--- src/rtl/alu_pkg.sv ---
// Shared definitions for the arbitrated ALU: op codes, flag bit positions and FSM states.
package alu_pkg;

   localparam int unsigned OP_W   = 4;
   localparam int unsigned FLAG_W = 4;

   localparam logic [OP_W-1:0] OP_SLR = 4'b0000;
   localparam logic [OP_W-1:0] OP_SLL = 4'b0001;
   localparam logic [OP_W-1:0] OP_SAR = 4'b0010;
   localparam logic [OP_W-1:0] OP_SAL = 4'b0011;
   localparam logic [OP_W-1:0] OP_OR  = 4'b0100;
   localparam logic [OP_W-1:0] OP_AND = 4'b0101;
   localparam logic [OP_W-1:0] OP_XOR = 4'b0110;
   localparam logic [OP_W-1:0] OP_NOT = 4'b0111;
   localparam logic [OP_W-1:0] OP_ADD = 4'b1000;
   localparam logic [OP_W-1:0] OP_SUB = 4'b1001;

   // Flag bit positions inside resp_flags; C on SUB means borrow (a < b unsigned).
   localparam int unsigned FLAG_C = 3;
   localparam int unsigned FLAG_N = 2;
   localparam int unsigned FLAG_V = 1;
   localparam int unsigned FLAG_Z = 0;

   typedef enum logic [1:0] {
      ST_IDLE = 2'b00,
      ST_EXEC = 2'b01,
      ST_RESP = 2'b10
   } state_e;

   function automatic logic op_is_legal(input logic [OP_W-1:0] op);
      return op <= OP_SUB;
   endfunction

endpackage

--- src/rtl/alu_arbiter_alu.sv ---
// Combinational shared ALU: shifts by operand b, logic ops, add/sub with C/N/V/Z flags.
module alu_arbiter_alu
   import alu_pkg::*;
#(
   parameter int unsigned WIDTH = 4
) (
   input  logic [OP_W-1:0]   op,
   input  logic [WIDTH-1:0]  a,
   input  logic [WIDTH-1:0]  b,
   output logic [WIDTH-1:0]  result_c,
   output logic [FLAG_W-1:0] flags_c,
   output logic              illegal_c
);

   logic [WIDTH:0] sum;
   logic [WIDTH:0] diff;
   logic           carry;
   logic           ovf;

   assign sum  = {1'b0, a} + {1'b0, b};
   assign diff = {1'b0, a} - {1'b0, b};

   always_comb begin
      result_c  = '0;
      carry     = 1'b0;
      ovf       = 1'b0;
      illegal_c = !op_is_legal(op);
      case (op)
         OP_SLR:         result_c = a >> b;
         OP_SLL, OP_SAL: result_c = a << b;
         OP_SAR:         result_c = WIDTH'($signed(a) >>> b);
         OP_OR:          result_c = a | b;
         OP_AND:         result_c = a & b;
         OP_XOR:         result_c = a ^ b;
         OP_NOT:         result_c = ~a;
         OP_ADD: begin
            result_c = sum[WIDTH-1:0];
            carry    = sum[WIDTH];
            ovf      = (a[WIDTH-1] == b[WIDTH-1]) && (sum[WIDTH-1] != a[WIDTH-1]);
         end
         OP_SUB: begin
            result_c = diff[WIDTH-1:0];
            carry    = diff[WIDTH];
            ovf      = (a[WIDTH-1] != b[WIDTH-1]) && (diff[WIDTH-1] != a[WIDTH-1]);
         end
         default: result_c = '0;
      endcase
      flags_c         = '0;
      flags_c[FLAG_C] = carry;
      flags_c[FLAG_N] = result_c[WIDTH-1];
      flags_c[FLAG_V] = ovf;
      flags_c[FLAG_Z] = (result_c == '0);
   end

endmodule

--- src/rtl/alu_arbiter.sv ---
// Two-requester round-robin front end for one shared ALU; one operation in flight at a time.
module alu_arbiter
   import alu_pkg::*;
#(
   parameter int unsigned WIDTH = 4
) (
   input  logic              clk,
   input  logic              rst,
   input  logic              req0_valid,
   output logic              req0_ready,
   input  logic [OP_W-1:0]   req0_op,
   input  logic [WIDTH-1:0]  req0_a,
   input  logic [WIDTH-1:0]  req0_b,
   input  logic              req1_valid,
   output logic              req1_ready,
   input  logic [OP_W-1:0]   req1_op,
   input  logic [WIDTH-1:0]  req1_a,
   input  logic [WIDTH-1:0]  req1_b,
   output logic              resp_valid,
   input  logic              resp_ready,
   output logic              resp_id,
   output logic [WIDTH-1:0]  resp_result,
   output logic [FLAG_W-1:0] resp_flags,
   output logic              resp_err
);

   state_e            state;
   state_e            state_nxt;
   logic              accept;
   logic              grant1;
   logic              last_id;
   logic [OP_W-1:0]   op_q;
   logic [WIDTH-1:0]  a_q;
   logic [WIDTH-1:0]  b_q;
   logic              id_q;
   logic [WIDTH-1:0]  alu_result;
   logic [FLAG_W-1:0] alu_flags;
   logic              alu_illegal;

   // Next state and grant; requester 1 wins a tie only when requester 0 was granted last.
   always_comb begin
      state_nxt  = state;
      accept     = 1'b0;
      grant1     = 1'b0;
      req0_ready = 1'b0;
      req1_ready = 1'b0;
      case (state)
         ST_IDLE: begin
            if (!rst && (req0_valid || req1_valid)) begin
               accept     = 1'b1;
               grant1     = req1_valid && (!req0_valid || !last_id);
               req0_ready = !grant1;
               req1_ready = grant1;
               state_nxt  = ST_EXEC;
            end
         end
         ST_EXEC: state_nxt = ST_RESP;
         ST_RESP: begin
            if (resp_valid && resp_ready) begin
               state_nxt = ST_IDLE;
            end
         end
         default: state_nxt = ST_IDLE;
      endcase
   end

   always_ff @(posedge clk) begin
      if (rst) begin
         state <= ST_IDLE;
      end else begin
         state <= state_nxt;
      end
   end

   // Operand capture on accept; the requester may change its inputs afterwards.
   always_ff @(posedge clk) begin
      if (rst) begin
         last_id <= 1'b1;
         op_q    <= '0;
         a_q     <= '0;
         b_q     <= '0;
         id_q    <= 1'b0;
      end else if (accept) begin
         last_id <= grant1;
         id_q    <= grant1;
         op_q    <= grant1 ? req1_op : req0_op;
         a_q     <= grant1 ? req1_a  : req0_a;
         b_q     <= grant1 ? req1_b  : req0_b;
      end
   end

   alu_arbiter_alu #(
      .WIDTH (WIDTH)
   ) u_alu (
      .op        (op_q),
      .a         (a_q),
      .b         (b_q),
      .result_c  (alu_result),
      .flags_c   (alu_flags),
      .illegal_c (alu_illegal)
   );

   // Response registers load at the end of EXEC and hold until the consumer takes them.
   always_ff @(posedge clk) begin
      if (rst) begin
         resp_valid  <= 1'b0;
         resp_id     <= 1'b0;
         resp_result <= '0;
         resp_flags  <= '0;
         resp_err    <= 1'b0;
      end else if (state == ST_EXEC) begin
         resp_valid  <= 1'b1;
         resp_id     <= id_q;
         resp_result <= alu_illegal ? '0 : alu_result;
         resp_flags  <= alu_illegal ? '0 : alu_flags;
         resp_err    <= alu_illegal;
      end else if (resp_valid && resp_ready) begin
         resp_valid  <= 1'b0;
      end
   end

endmodule

--- config.mk ---
export PLATFORM = sky130hd
export DESIGN_NAME = alu_arbiter
export DESIGN_NICKNAME = d
export VERILOG_FILES = /design/src/rtl/alu_pkg.sv /design/src/rtl/alu_arbiter_alu.sv /design/src/rtl/alu_arbiter.sv
export SDC_FILE = /design/constraint.sdc
export NUM_CORES = 1
export LEC_CHECK = 0
export CORE_MARGIN = 10
export CORE_UTILIZATION = 39
export DETAILED_ROUTE_END_ITERATION = 16
export SLEW_MARGIN = 0
export SYNTH_ARGS = -nofsm -noshare
export SYNTH_HDL_FRONTEND = slang
export SYNTH_SLANG_ARGS = --single-unit
--- constraint.sdc ---
create_clock -name clk -period 2.56 [get_ports clk]
set_clock_uncertainty 0.05 [all_clocks]
set_input_delay 0.768 -clock clk [delete_from_list [all_inputs] [get_ports clk]]
set_output_delay 0.768 -clock clk [all_outputs]
set_load 0.1 [all_outputs]
==> impl_summary.txt <==
----------------------------------------------------
[Cells and area]
  Commonest cells after routing, fill and taps aside ... buf_4, nor2_1, dfxtp_1
  Fillers ... 490
  Layout net count ... 334
  Util after Layout ... 51.64%
  Most frequent standard cell in the layout excluding fill and tap cells ... buf_4
  Share of final-layout standard cells stronger than drive strength 1 ... 17.59%
  Cell area after layout ... 2604 um2
  Number of inserted diodes ... 0
  Syn-to-layout area delta ... 30.23%

[Run status]
  Failing checks ... negative setup slack
  Outcome ... finished with violations

[Synthesis]
  Post-synthesis async set-or-reset flop share ... 0%
  Proportion of synthesized chip area in sequential cells ... 26.03%
  EDFF count, synth ... 0
  Yosys reg bits ... 26
  Gate count after technology mapping ... 245
  Synth unique cells ... 57
  Most frequently used flop master after synthesis ... dfxtp_1
  Syn Area/Cell ... 8.161 um2
  Synthesized Nets ... 288
  Post-synth design cell area ... 1999 um2
  Warning count from the yosys run ... 0

[Setup path]
  Sequence of cells on the critical path ... buf_6, or4_4, inv_2, and2_4, buf_12
  Endpoint class of the critical path ... output port
  Setup Crit Path Kind ... in2out
  Slowest CP cell ... or4_4
  Worst path required time ... 1.74 ns
  Largest fanout of any net on the critical path ... 3
  Type of origin of the critical path ... input pin
  Data arrival time at the worst-slack endpoint ... 1.77 ns
  Largest stage delay, worst path ... 0.51 ns

[Timing]
  Actual transition at the worst max-transition pin ... 0.5917 ns
  Setup TNS ... -0.02792 ns
  Setup Viol. Count Final ... 1
  Peak Freq ... 386.4 MHz
  Final hold violation count ... 0
  Final worst hold slack ... 0.4101 ns
  Unrepaired setup endpoints after global routing ... true
  Relative slew slack ... 60.47%
  Crit share post-route ... 101.1%
  Time the final worst path needs with I/O delays and setup ... 2.588 ns
  Worst Setup Slack, final ... -0.02792 ns
  Max-slew violation count ... 0

[Floorplan]
  Std-Cell Rows ... 26
  Width of the chip ... 91.60 um
  Ports placed on the boundary ... 42
  Area of the die ... 8391 um2
  Area of the placeable core ... 5042 um2
  Starting utilization of the core area ... 39.65%
  Die Y ... 91.60 um

[GRT]
  Number of antenna violations at the first check in global routing ... 0
  Gr ovfl total ... 0
  Wire length of the first global-routing pass ... 8873 um
  Largest net degree at the start of global routing ... 27
  Overall track demand over capacity in global routing ... 12.32%
  Via count of the first global-routing pass ... 1862

[Hold path]
  HP Class ... reg2reg

[Drt]
  Number of DRC markers after the initial detailed-route iteration ... 136
  DR vias ... 1881
  Total detailed-routing wirelength ... 5185 um
  Post-detailed-route count of antenna-violating nets ... 0
  Residual DRC ... 0
  Number of vias per cell after detailed routing ... 5.225
  First-pass DRT Iterations ... 4
  Average wire length per cell after detail routing ... 14.40 um

[Power]
  Switching power as a share of total power ... 37.74%
  Peak supply drop ... 0.2799 mV
  Combinational group share of total power ... 42.8%
  Pwr Density ... 553.1 nW/um2
  Switching Power ... 543.5 uW
  Clock power share ... 23.4%
  Static power due to leakage ... 0.001016 uW
  Internal power ... 896.5 uW
  Total power consumption of the routed design ... 1440 uW
  Power share of the sequential group ... 33.8%

[Clock network]
  Number of buffers added for setup after CTS ... 0
  Clk pin slew, worst setup/hold paths ... 0.09 ns
  Count of clock tree sinks ... 26
  CTS H-Tree Depth ... 1
  Bufs on Longest Clock Path ... 2
  Root buffer cell ... clkbuf_8
  Total clock buffers created by CTS ... 3
  CTS tree ... built
  Clock network latency to the later pin of the worst-skew pair ... 0.27 ns

[Place]
  Post-detailed-placement cell area ... 2541 um2
  Placed wire-length estimate after detailed placement ... 4191 um
  Count of port buffers added during placement ... 41
  Routability congestion estimate from global placement ... 0.9518

[Job]
  Number of maximum-capacitance constraint violations ... 0

----------------------------------------------------
==> cell usage after synthesis, drive strengths merged (2+ instances only) <==
cell type	instances	area [um2]
nor2	29	108.9
dfxtp	26	520.5
mux2i	20	200.2
a211oi	15	117.6
a21oi	15	78.83
buf	15	90.08
inv	15	58.81
ha	12	150.1
nand2b	12	75.07
nand2	11	41.29
o21ai	10	50.04
nor3	5	25.02
nor4	5	43.79
clkbuf	4	15.01
nand3	4	20.02
nand4	4	25.02
a21o	3	22.52
nand3b	3	22.52
o211ai	3	22.52
a211o	2	17.52
a22oi	2	15.01
fa	2	40.04
nor2b	2	12.51
nor3b	2	20.02
o21a	2	15.01
o311ai	2	17.52
or4	2	18.77
==> metal layers <==
metal  share of wire, %  GRT usage, %
met5                  0             0
met4                1.6         3.916
met3                6.4         3.210
met2                 43         18.54
met1                 49         16.61
==> repair_timing <==
action / CTS / global route
endpoints found under the setup margin: 2 / 1
resized for setup: 12 / 0
hold buffers: 0 / 0
pin swaps: 2 / 0
gates cloned: 0 / 0
==> logic make-up (layout without fill, tap and decap cells) <==
family	Yosys count	after routing	share of synthesized area [%]
AOI/OAI and AO/OA	66	66	23.03
and+or+nand+nor	83	83	22.34
adders and majority gates	14	14	9.512
buffers and inverters	34	79	8.197
DFF	26	26	26.03
xor gates and xnor gates	2	2	0.8763
muxes	20	20	10.01
==> through the flow <==
step / instances / setup WS, ns
after floorplan: 245 / -0.1031
after global placement: 356 / -0.4530
after detailed placement: 356 / -0.4608
after CTS: 360 / -0.03207
after global routing: 360 / -0.05389
final: 360 / -0.02792
==> power by group through the flow <==
stage	logic (uW)	clock network, uW	registers, uW
final	616	337	487
after CTS	618	348	487
after global placement	616	0	496
after floorplan	369	0	566
after detailed placement	617	0	496
after global routing	676	360	492
==> flip-flops by register name, summed over array words and instances (netlist names), 2 cells and up <==
register,cells
state,2
resp_result,3
a_q,4
b_q,4
resp_flags,4
op_q,4
==> layout make-up <==
cell class,count,area [um2],share of cell area (%)
flip-flops and latches,26,520.5,19.99
well taps,70,87.58,3.364
clock buffers,3,41.29,1.586
multi-input cells,185,1329,51.03
repair buffers,60,536.8,20.62
inverters,15,58.81,2.259
clock inverters,1,30.03,1.153
==> worst max-delay path, delay by kind of cell <==
kind | cells | cell delay [ns]
buf+inv | 3 | 0.34
simple gates | 2 | 0.67
==> final timing paths <==
path	from	to	slack, ns	cells past startpoint
worst max-delay path	rst	req1_ready	-0.03	5
worst min-delay path	resp_flags[1]	resp_flags[1]	0.41	2
worst max register to register	a_q[0]	resp_flags[0]	0.24	10
worst min register to register	resp_flags[1]	resp_flags[1]	0.41	2
No activity file was read; power rests on OpenSTA's default activity.
